==> src/rtl/icache_bypass_pkg.sv <==
// Shared definitions for the uncached instruction fetch responder.
//   PRIV_MACHINE : reset/default privilege presented on the memory bus
//   LINE_W       : width of one fetch response (instruction pair)
//   TAG_W        : 8-byte block address width (pc[31:3])
//   state_e      : 3-bit sequencer encoding
package icache_bypass_pkg;

  localparam logic [1:0] PRIV_MACHINE = 2'b11;
  localparam int unsigned LINE_W      = 64;
  localparam int unsigned TAG_W       = 29;

  typedef enum logic [2:0] {
    ST_IDLE     = 3'd0,
    ST_FETCH_LO = 3'd1,
    ST_WAIT_LO  = 3'd2,
    ST_FETCH_HI = 3'd3,
    ST_WAIT_HI  = 3'd4
  } state_e;

endpackage

==> src/rtl/icache_bypass_line_buf.sv <==
// Single-entry line buffer: one tag, one valid bit, one 64-bit line.
//   flush_i       : clear valid (wins over a fill in the same cycle)
//   fill_i        : load fill_tag_i / fill_data_i and set valid
//   lookup_tag_i  : tag compared against the stored entry
//   hit_o         : valid and tag match
//   data_o        : stored line
module icache_line_buf
  import icache_bypass_pkg::*;
(
  input  logic              clk_i,
  input  logic              rst_ni,
  input  logic              flush_i,
  input  logic              fill_i,
  input  logic [TAG_W-1:0]  fill_tag_i,
  input  logic [LINE_W-1:0] fill_data_i,
  input  logic [TAG_W-1:0]  lookup_tag_i,
  output logic              hit_o,
  output logic [LINE_W-1:0] data_o
);

  logic              valid_q, valid_d;
  logic [TAG_W-1:0]  tag_q, tag_d;
  logic [LINE_W-1:0] data_q, data_d;

  always_comb begin
    valid_d = valid_q;
    tag_d   = tag_q;
    data_d  = data_q;
    if (flush_i) begin
      valid_d = 1'b0;
    end else if (fill_i) begin
      valid_d = 1'b1;
      tag_d   = fill_tag_i;
      data_d  = fill_data_i;
    end
  end

  always_ff @(posedge clk_i or negedge rst_ni) begin
    if (!rst_ni) begin
      valid_q <= 1'b0;
      tag_q   <= '0;
      data_q  <= '0;
    end else begin
      valid_q <= valid_d;
      tag_q   <= tag_d;
      data_q  <= data_d;
    end
  end

  assign hit_o  = valid_q && (tag_q == lookup_tag_i);
  assign data_o = data_q;

endmodule

==> src/rtl/icache_bypass.sv <==
// Uncached instruction fetch responder. Accepts 8-byte-aligned fetches and
// returns an instruction pair built from two 32-bit reads on a req/gnt bus.
// A single-entry line buffer answers repeat fetches of the same block in one
// cycle; flush/invalidate requests clear it.
//   req_*   : fetch request side (accept, pc, priv, flush, invalidate)
//   resp_*  : one-cycle response strobe with held instruction pair and error
//   mem_*   : 32-bit read bus, request held until grant, rvalid after grant
module icache_bypass
  import icache_bypass_pkg::*;
#(
  parameter bit BUFFER_EN = 1'b1
) (
  input  logic              clk_i,
  input  logic              rst_ni,
  input  logic              req_rd_i,
  input  logic [31:0]       req_pc_i,
  input  logic [1:0]        req_priv_i,
  input  logic              req_flush_i,
  input  logic              req_invalidate_i,
  output logic              req_accept_o,
  output logic              resp_valid_o,
  output logic [LINE_W-1:0] resp_inst_o,
  output logic              resp_error_o,
  output logic              resp_page_fault_o,
  output logic              mem_req_o,
  output logic [31:0]       mem_addr_o,
  output logic [1:0]        mem_priv_o,
  input  logic              mem_gnt_i,
  input  logic              mem_rvalid_i,
  input  logic [31:0]       mem_rdata_i,
  input  logic              mem_err_i
);

  state_e            state_q, state_d;
  logic [TAG_W-1:0]  base_q, base_d;
  logic [1:0]        priv_q, priv_d;
  logic [31:0]       lo_q, lo_d;
  logic              flush_pend_q, flush_pend_d;
  logic              resp_valid_q, resp_valid_d;
  logic [LINE_W-1:0] resp_inst_q, resp_inst_d;
  logic              resp_error_q, resp_error_d;

  logic              flush;
  logic              buf_hit;
  logic [LINE_W-1:0] buf_data;
  logic              fill;
  logic              hi_beat;
  logic              unused_pc;

  assign flush     = req_flush_i | req_invalidate_i;
  assign unused_pc = ^req_pc_i[2:0];

  icache_line_buf u_line_buf (
    .clk_i        (clk_i),
    .rst_ni       (rst_ni),
    .flush_i      (flush),
    .fill_i       (fill),
    .fill_tag_i   (base_q),
    .fill_data_i  ({mem_rdata_i, lo_q}),
    .lookup_tag_i (req_pc_i[31:3]),
    .hit_o        (buf_hit),
    .data_o       (buf_data)
  );

  always_comb begin
    state_d      = state_q;
    base_d       = base_q;
    priv_d       = priv_q;
    lo_d         = lo_q;
    flush_pend_d = flush_pend_q | (flush && (state_q != ST_IDLE));
    resp_valid_d = 1'b0;
    resp_inst_d  = resp_inst_q;
    resp_error_d = resp_error_q;
    fill         = 1'b0;

    unique case (state_q)
      ST_IDLE: begin
        if (req_rd_i) begin
          base_d = req_pc_i[31:3];
          priv_d = req_priv_i;
          if (BUFFER_EN && buf_hit && !flush) begin
            resp_valid_d = 1'b1;
            resp_inst_d  = buf_data;
            resp_error_d = 1'b0;
          end else begin
            state_d = ST_FETCH_LO;
          end
        end
      end
      ST_FETCH_LO: if (mem_gnt_i) state_d = ST_WAIT_LO;
      ST_WAIT_LO: begin
        if (mem_rvalid_i) begin
          lo_d = mem_rdata_i;
          if (mem_err_i) begin
            resp_valid_d = 1'b1;
            resp_inst_d  = {32'h0, mem_rdata_i};
            resp_error_d = 1'b1;
            state_d      = ST_IDLE;
          end else begin
            state_d = ST_FETCH_HI;
          end
        end
      end
      ST_FETCH_HI: if (mem_gnt_i) state_d = ST_WAIT_HI;
      ST_WAIT_HI: begin
        if (mem_rvalid_i) begin
          resp_valid_d = 1'b1;
          resp_inst_d  = {mem_rdata_i, lo_q};
          resp_error_d = mem_err_i;
          state_d      = ST_IDLE;
          // A flush landing in this same cycle has not reached flush_pend_q
          // yet, so it is checked directly to keep the line out of the buffer.
          fill = BUFFER_EN && !mem_err_i && !flush_pend_q && !flush;
        end
      end
      default: state_d = ST_IDLE;
    endcase

    if (state_d == ST_IDLE) flush_pend_d = 1'b0;
  end

  always_ff @(posedge clk_i or negedge rst_ni) begin
    if (!rst_ni) begin
      state_q      <= ST_IDLE;
      base_q       <= '0;
      priv_q       <= PRIV_MACHINE;
      lo_q         <= '0;
      flush_pend_q <= 1'b0;
      resp_valid_q <= 1'b0;
      resp_inst_q  <= '0;
      resp_error_q <= 1'b0;
    end else begin
      state_q      <= state_d;
      base_q       <= base_d;
      priv_q       <= priv_d;
      lo_q         <= lo_d;
      flush_pend_q <= flush_pend_d;
      resp_valid_q <= resp_valid_d;
      resp_inst_q  <= resp_inst_d;
      resp_error_q <= resp_error_d;
    end
  end

  assign hi_beat           = (state_q == ST_FETCH_HI) || (state_q == ST_WAIT_HI);
  assign req_accept_o      = (state_q == ST_IDLE);
  assign resp_valid_o      = resp_valid_q;
  assign resp_inst_o       = resp_inst_q;
  assign resp_error_o      = resp_error_q;
  assign resp_page_fault_o = 1'b0;
  assign mem_req_o         = (state_q == ST_FETCH_LO) || (state_q == ST_FETCH_HI);
  assign mem_addr_o        = {base_q, hi_beat, 2'b00};
  assign mem_priv_o        = priv_q;

endmodule

==> config.mk <==
export PLATFORM = sky130hd
export DESIGN_NAME = icache_bypass
export DESIGN_NICKNAME = d
export VERILOG_FILES = /design/src/rtl/icache_bypass_pkg.sv /design/src/rtl/icache_bypass_line_buf.sv /design/src/rtl/icache_bypass.sv
export SDC_FILE = /design/constraint.sdc
export NUM_CORES = 1
export LEC_CHECK = 0
export CORE_ASPECT_RATIO = 1.75
export CORE_UTILIZATION = 35
export DETAILED_ROUTE_END_ITERATION = 10
export MAX_ROUTING_LAYER = met4
export SETUP_SLACK_MARGIN = 0.5
export SLEW_MARGIN = 0
export SYNTH_ARGS = -nofsm -noshare
export SYNTH_HDL_FRONTEND = slang
export SYNTH_SLANG_ARGS = --single-unit
==> constraint.sdc <==
create_clock -name clk_i -period 2.08 [get_ports clk_i]
set_input_delay 0.624 -clock clk_i [delete_from_list [all_inputs] [get_ports clk_i]]
set_output_delay 0.624 -clock clk_i [all_outputs]
set_load 0.01 [all_outputs]
Yosys cells after proc, flatten, opt, wreduce, memory -nomap -nowiden
Index checks and enable logic that the tools add are counted.

Bits of input ports: 74. Output and inout port bits: 103. Register bits after elaboration: 227.

Bitwise operators: 3. Equality and inequality tests: 10. Muxes and demuxes: 31. Reductions and logical operators: 19.

Operators by type and width (number): $mux 64 (5); $pmux 64 s3 (1); $eq 29x29->1 (1); $mux 3 (6); $mux 1 (15); $pmux 3 s5 (1); $ne 2x2->1 const B (4); $eq 3x2->1 const B (2); $logic_not 3->1 (2); $pmux 1 s3 (2); $reduce_and 2->1 (3); $reduce_and 6->1 (1); $reduce_bool 3->1 (2); $logic_and 1x1->1 (5); $eq 3x1->1 const B (1); $eq 3x3->1 const B (1); $logic_not 1->1 (3); $logic_or 1x1->1 (2); $mux 2 (1); $ne 2x1->1 const B (1); $or 1x1->1 (2); $reduce_bool 2->1 (1); $not 1->1 (1).

Logic depth before layout (Yosys ltp)
Gate-level depths: netlist (run 1).

Word-level depth: 8. Depth in mapped cells: 8.

Cells and area by module
Synthesis (run 1) repeated with hierarchy kept, for this count alone.

Cells, all modules: 925. Area, all modules: 10943.0 µm².

By module, submodules not included: icache_bypass (cells each 686, times used 1, seq. area each 3330.7 µm², area an instance 7100.6 µm²); icache_line_buf (cells each 239, times used 1, seq. area each 2352.3 µm², area an instance 3842.4 µm²).

Worst setup path after synthesis (run 1)
No wires, ideal clock.

Path type: input port to flip-flop. Start: in req_invalidate_i. End: reg resp_inst_q[54] (netlist: resp_inst_o[54]). Slack: -0.293 ns. Required time: 1.955 ns. Data arrival time: 2.249 ns. Path buffers: 2. Stages: 7. Cell sequence: or3b_2 > nor4_1 > nand4_1 > o22ai_2 > buf_4 > buf_6 > mux2_2.

Longest elaborated chain between the ends: 5.

Ends and longest elaborated chain: from (decl) (RTL line icache_bypass.sv:19) `input logic req_invalidate_i,`; $or 1x1->1 (RTL line icache_bypass.sv:50) `assign flush = req_flush_i | req_invalidate_i;`; $logic_not 1->1 (RTL line icache_bypass.sv:81) `if (BUFFER_EN && buf_hit && !flush) begin`; $logic_and 1x1->1 (RTL line icache_bypass.sv:81); $ne 2x1->1 (no line); $reduce_and 6->1 (no line); to (signal assigned) (RTL line icache_bypass.sv:139) `resp_inst_q <= resp_inst_d;`; to (decl) (RTL line icache_bypass.sv:40) `logic [LINE_W-1:0] resp_inst_q, resp_inst_d;`.

No other way between the ends. A chain may end at the register's enable or synchronous reset.

Final worst setup path (run 1)
Start: in req_invalidate_i. End: reg resp_inst_q[6] (netlist: resp_inst_o[6]).

The elaborated chain is that of the path after synthesis.

==> impl_metrics.env, run 1 <==
export IMPL_outcome="complete, but fails checks"
export IMPL_violations="negative setup slack"
export IMPL_fmax_mhz=415
export IMPL_setup_viol=155
export IMPL_die_h_microns=223
export IMPL_hold_path_class="in -> reg"
export IMPL_rsz0062_at_grt="true"
export IMPL_dieArea_sq_um=28500
export IMPL_start_kind="input pin"
export IMPL_clock_latency_ns=0.51
export IMPL_finClkSkew_ns=0.0121
export IMPL_clock_path_buffers=3
export IMPL_htreeDepth=1
export IMPL_worst_slack_ns=-0.329
export IMPL_hold_viol_final=0
export IMPL_fin_crit_sh_pct=116
export IMPL_slew_viol_final=0
export IMPL_clock_sinks=227
export IMPL_synth_cell_types=31
export IMPL_place_gp_congestion=0.775
export IMPL_grt_pass1_wl_microns=44500
export IMPL_root_buffer="clkbuf_16"
export IMPL_grt_pass1_vias=7846
export IMPL_syn_avg_cell_area_sq_um=12.7
export IMPL_cp_data_required_time_ns=2.47
export IMPL_vdd_drop_max_mv=0.820
export IMPL_dr_pass1_iters=4
export IMPL_cap_violations=0
export IMPL_track_usage_pct=20.9
export IMPL_drive_gt1_share_pct=50.7
export IMPL_fill_cells=2284
export IMPL_synth_seq_cells=227
export IMPL_num_vias=7304
export IMPL_cts_clk_slew_worst_paths_ns=0.06
export IMPL_overflow=0
export IMPL_route_detailed_drc=0
export IMPL_die_x_microns=128
export IMPL_syn_instance_count=766
export IMPL_antenna_found_initial=1
export IMPL_fin_nets=1198
export IMPL_power_density_nw_per_um2=1180
export IMPL_grt_max_degree=54
export IMPL_synth_seq_area_share_pct=58.4
export IMPL_syn_cell_area_sq_um=9730
export IMPL_drt_iter0_drc=260
export IMPL_yosys_warnings=0
export IMPL_endpoint_kind="flip-flop"
export IMPL_final_util_pct=56.3
export IMPL_timing_final_crit_period_ns=2.41
export IMPL_crit_fanout=7
export IMPL_initial_core_util_pct=35.6
export IMPL_cts_tree="done"
export IMPL_critical_path_class="in -> reg"
export IMPL_rows=80
export IMPL_viasPerCell=4.84
export IMPL_ant_nets=0
export IMPL_coreArea_sq_um=27300
export IMPL_area_delta_synth_final_pct=58.2
export IMPL_portBuffers=170
export IMPL_setup_tns_final_ns=-27.55
export IMPL_ios=177
export IMPL_wl_per_cell_microns=19.2
export IMPL_holdWs_ns=0.427
export IMPL_power_leakage_nw=8.03
export IMPL_drt_wl_total_microns=29000
export IMPL_post_dp_hpwl_microns=16300
export IMPL_cts_buffers=23
export IMPL_arrival_ns=2.80
## cell type report
class / count / area (sq um) / area share, %
tap: 369 / 462 / 3.00
timing repair buffer: 379 / 3900 / 25.4
clock buffer: 36 / 694 / 4.51
inverter: 3 / 11.3 / 0.0732
antenna: 1 / 2.50 / 0.0163
sequential: 227 / 5680 / 36.9
multi-input combinational: 490 / 4580 / 29.8
clock inverter: 4 / 45.0 / 0.293
## worst paths after layout
check / slack, ns / start / to / cells after the start
worst max-delay path: -0.33 / req_invalidate_i / resp_inst_o[6] / 9
worst min-delay path: 0.43 / req_pc_i[22] / base_q[19] / 2
worst max register to register: -0.25 / state_q[2] / resp_inst_o[6] / 9
worst min register to register: 0.50 / lo_q[20] / lo_q[20] / 2
max in group asynchronous: 0.82 / rst_ni / mem_priv_o[1] / 3
min in group asynchronous: 0.59 / rst_ni / u_line_buf.data_o[18] / 2
## worst max-delay path: stages
cell and delay [ns]:
clkdlybuf4s50_1 0.42, or3b_4 0.41, nor4_2 0.15, nand4_1 0.24, o22ai_4 0.23, buf_6 0.14
buf_12 0.13, buf_12 0.15, mux2_4 0.30
## synthesized netlist by cell type
master    instances  share of area (%)
a21oi_1           4               0.21
a22o_1           32                2.9
a22oi_1          32                2.5
buf_1             4               0.15
buf_2            10               0.51
buf_4             5               0.39
buf_6             4               0.46
clkbuf_1         25               0.96
conb_1            1              0.039
dfrtp_1         225                 58
dfstp_2           2               0.54
inv_1             3               0.12
mux2_2          188                 22
mux2i_1           1               0.10
nand2_1         165                6.4
nand2b_1          2               0.13
nand4_1           4               0.26
nor2_1            7               0.27
nor3_1            3               0.15
nor3b_1           1              0.077
nor3b_2           2               0.26
nor4_1            8               0.51
nor4b_4           1               0.24
o211ai_1          1              0.077
o21ai_0           2               0.10
o21bai_1          1              0.077
o22ai_2           1               0.13
o32ai_1           1              0.090
or2_2             1              0.064
or3b_2            1              0.090
xor2_1           29                2.6
## where the power goes
part	internal (mW)	switching (mW)	leakage, nW
clock	2.40	1.69	0.367
sequential	5.67	0.885	3.03
combinational	4.43	3.04	4.64
total	12.5	5.61	8.03
## kinds of logic (layout without fill, tap and decap cells)
kind of cell	Yosys count	in the layout	share of synthesized area, %
DFF	227	227	58.4
muxes	189	189	21.9
buffers and inverters	51	422	2.60
and+or+nand+nor	195	195	8.43
xor gates and xnor gates	29	29	2.61
other	1	4	0.0386
AOI/OAI and AO/OA	74	74	6.03
## sequential cells by signal (all words and copies together), names as in the netlist
register            flops
lo_q                   32
u_line_buf.valid_q      1
resp_error_o            1
u_line_buf.data_o      64
mem_priv_o              2
resp_valid_o            1
resp_inst_o            64
u_line_buf.tag_q       29
state_q                 3
flush_pend_q            1
base_q                 29
## metrics by stage
| stage | total power [mW] | worst slack (ns) | cell area (sq um) | cells |
|---|---|---|---|---|
| 4_1_cts | 17.7 | -0.273 | 14800 | 1466 |
| 6_report | 18.1 | -0.329 | 15400 | 1509 |
| 2_1_floorplan | 9.50 | -0.140 | 10100 | 768 |
| 5_1_grt | 19.1 | -0.380 | 15400 | 1509 |
| 3_5_place_dp | 12.3 | -1.04 | 12500 | 1316 |
| 3_3_place_gp | 12.2 | -1.03 | 12500 | 1316 |
## layout by cell type (no fill, tap or decap), drive strengths merged, types with 3 or more instances in the layout
cell	netlist	routed
buf	23	303
dlygate4sd2	0	18
nor2	7	7
nand2	165	165
inv	3	3
a22o	32	32
dfrtp	225	225
conb	1	3
nand4	4	4
clkinv	0	3
xor2	29	29
nor3b	3	3
nor3	3	3
mux2	188	188
a21oi	4	4
a22oi	32	32
nor4	8	8
clkdlybuf4s50	0	50
clkbuf	25	42
## timing repair
item                                    CTS  global route
setup buffers                            86            36
hold endpoints to repair                 16             0
gates cloned                             23             6
endpoints found under the setup margin  325           326
hold buffers                              1             0
pin swaps                                49             9
gates resized for setup                 626            43
## per-layer routing
layer	routed length, microns	global-route usage, %	vias to the layer above	share of wire [%]
met3	1170	3.32	46	4.1
met5	0	-	-	0
met4	746	5.92	0	2.6
met1	11000	23.8	3699	38
met2	16000	37.4	164	55
li1	-	-	3395	-
No activity file was read; power rests on OpenSTA's default activity.
==> run 2: changes to the inputs <==
--- a/config.mk
+++ b/config.mk
@@ -9,7 +9,6 @@
 export CORE_UTILIZATION = 35
 export DETAILED_ROUTE_END_ITERATION = 10
 export MAX_ROUTING_LAYER = met4
-export SETUP_SLACK_MARGIN = 0.5
 export SLEW_MARGIN = 0
 export SYNTH_ARGS = -nofsm -noshare
 export SYNTH_HDL_FRONTEND = slang
==> constraint.sdc (replaced) <==
create_clock -name clk_i -period 2.2 [get_ports clk_i]
set_input_delay 0.66 -clock clk_i [delete_from_list [all_inputs] [get_ports clk_i]]
set_output_delay 0.66 -clock clk_i [all_outputs]
set_load 0.01 [all_outputs]
==> run 2 against run 1 <==
  * The run still ends with negative setup slack left
  * Die area did not move
  * Global-route usage fell by 2.7 points
  * Flip-flop and latch count unchanged
  * Worst setup slack improved by 0.22 ns
  * Routed wire length is 15% lower
  * Largest cell class unchanged
  * Highest routed layer unchanged
==> impl_metrics.env, run 2 (same netlist as run 1, synthesis figures left out) <==
export IMPL_power_density_nw_per_um2=1120
export IMPL_grt_pass1_vias=7083
export IMPL_place_gp_congestion=0.736
export IMPL_grt_max_degree=53
export IMPL_multiInputGateArea_sq_um=4140
export IMPL_die_h_microns=223
export IMPL_vdd_drop_max_mv=0.727
export IMPL_drive_gt1_share_pct=31.0
export IMPL_cts_clk_slew_worst_paths_ns=0.06
export IMPL_start_kind="input pin"
export IMPL_slew_viol_final=0
export IMPL_dr_pass1_iters=4
export IMPL_r2r_slack_ns=-0.09
export IMPL_clock_path_buffers=3
export IMPL_final_util_pct=49.4
export IMPL_power_leakage_nw=6.51
export IMPL_clock_latency_ns=0.52
export IMPL_timing_final_crit_period_ns=2.31
export IMPL_wl_per_cell_microns=18.1
export IMPL_track_usage_pct=18.3
export IMPL_fin_cells=1362
export IMPL_critical_path_class="in -> reg"
export IMPL_coreArea_sq_um=27300
export IMPL_holdWs_ns=0.0587
export IMPL_finClkSkew_ns=0.0125
export IMPL_cts_tree="done"
export IMPL_cap_violations=0
export IMPL_drt_iter0_drc=225
export IMPL_viasPerCell=4.85
export IMPL_htreeDepth=1
export IMPL_crit_reg2reg_launch="u_line_buf.tag_q[24]"
export IMPL_grt_pass1_wl_microns=39100
export IMPL_post_dp_hpwl_microns=15900
export IMPL_seqCellArea_sq_um=5690
export IMPL_pre_cts_slack_ns=-0.904
export IMPL_arrival_ns=2.71
export IMPL_rsz0062_at_grt="true"
export IMPL_hold_path_class="in -> async"
export IMPL_crit_fanout=7
export IMPL_total_power_mw=15.1
export IMPL_antenna_cells=0
export IMPL_num_vias=6604
export IMPL_hold_viol_final=0
export IMPL_fin_crit_sh_pct=105
export IMPL_rr_worst_depth=9
export IMPL_antenna_found_initial=0
export IMPL_drt_wl_total_microns=24600
export IMPL_rows=80
export IMPL_ant_nets=0
export IMPL_fill_cells=2452
export IMPL_clock_sinks=227
export IMPL_worstReg2RegEnd="resp_inst_o[35]"
export IMPL_die_x_microns=128
export IMPL_setup_tns_final_ns=-4.54
export IMPL_place_area_sq_um=12500
export IMPL_endpoint_kind="flip-flop"
export IMPL_final_common_cell="dfrtp_1"
export IMPL_dieArea_sq_um=28500
export IMPL_setup_viol=64
export IMPL_area_delta_synth_final_pct=38.7
export IMPL_portBuffers=170
export IMPL_fin_nets=1054
export IMPL_ios=177
export IMPL_initial_core_util_pct=35.6
export IMPL_overflow=0
export IMPL_cp_data_required_time_ns=2.60
export IMPL_most_common_layout_cells="dfrtp_1, nand2_1, clkdlybuf4s50_1"
export IMPL_violations="negative setup slack"
export IMPL_worst_slack_ns=-0.113
export IMPL_route_detailed_drc=0
export IMPL_fmax_mhz=432
export IMPL_fin_area_sq_um=13500
export IMPL_outcome="complete, but fails checks"
export IMPL_cts_buffers=23
export IMPL_dpl_cell_count=1312
export IMPL_root_buffer="clkbuf_16"
export IMPL_hold_buffers=0
run 2: how the worst max path moves through the flow:
stage | cells past startpoint | end | slack, ns | from
after floorplan | 7 | resp_inst_o[24] | -0.06 | req_invalidate_i
after global placement | 9 | resp_inst_o[62] | -0.87 | req_pc_i[27]
after detailed placement | 9 | resp_inst_o[1] | -0.90 | req_pc_i[27]
after CTS | 10 | resp_inst_o[12] | -0.17 | u_line_buf.tag_q[13]
after global routing | 9 | resp_inst_o[50] | -0.21 | u_line_buf.tag_q[24]
final | 9 | resp_inst_o[35] | -0.11 | req_invalidate_i
run 2: timing repair:
| action | CTS | global route |
|---|---|---|
| cloned | 3 | 2 |
| buffers inserted | 11 | 1 |
| pin swaps | 13 | 8 |
| resized for setup | 65 | 26 |
| endpoints found under the setup margin | 70 | 67 |
run 2: power by group:
group | leakage [nW] | internal, mW | switching, mW
logic | 3.16 | 3.04 | 2.32
registers | 3.02 | 5.37 | 0.800
clock network | 0.324 | 2.02 | 1.58
run 2: metal layers:
metal | part of all wire (%) | vias up | global-route usage, % | wire, microns
li1 | - | 3086 | - | -
met2 | 54 | 135 | 32.0 | 13300
met1 | 40 | 3355 | 21.3 | 9780
met5 | 0 | - | - | 0
met3 | 4.4 | 28 | 3.01 | 1080
met4 | 1.9 | 0 | 5.39 | 476
run 2: final cells by class:
cell class	count	share of cell area [%]
Clock inverter	3	0.130
Sequential cell	227	42.1
Multi-Input combinational cell	490	30.7
Inverter	3	0.0835
Tap cell	369	3.42
Clock buffer	35	4.82
Timing Repair Buffer	235	18.7
run 2: worst max-delay path, stage by stage:
cell             delay, ns
clkdlybuf4s15_1       0.19
or3b_4                0.42
nor4_4                0.29
nand4_1               0.20
o22ai_4               0.19
buf_12                0.15
buf_12                0.14
clkbuf_16             0.17
mux2_4                0.30
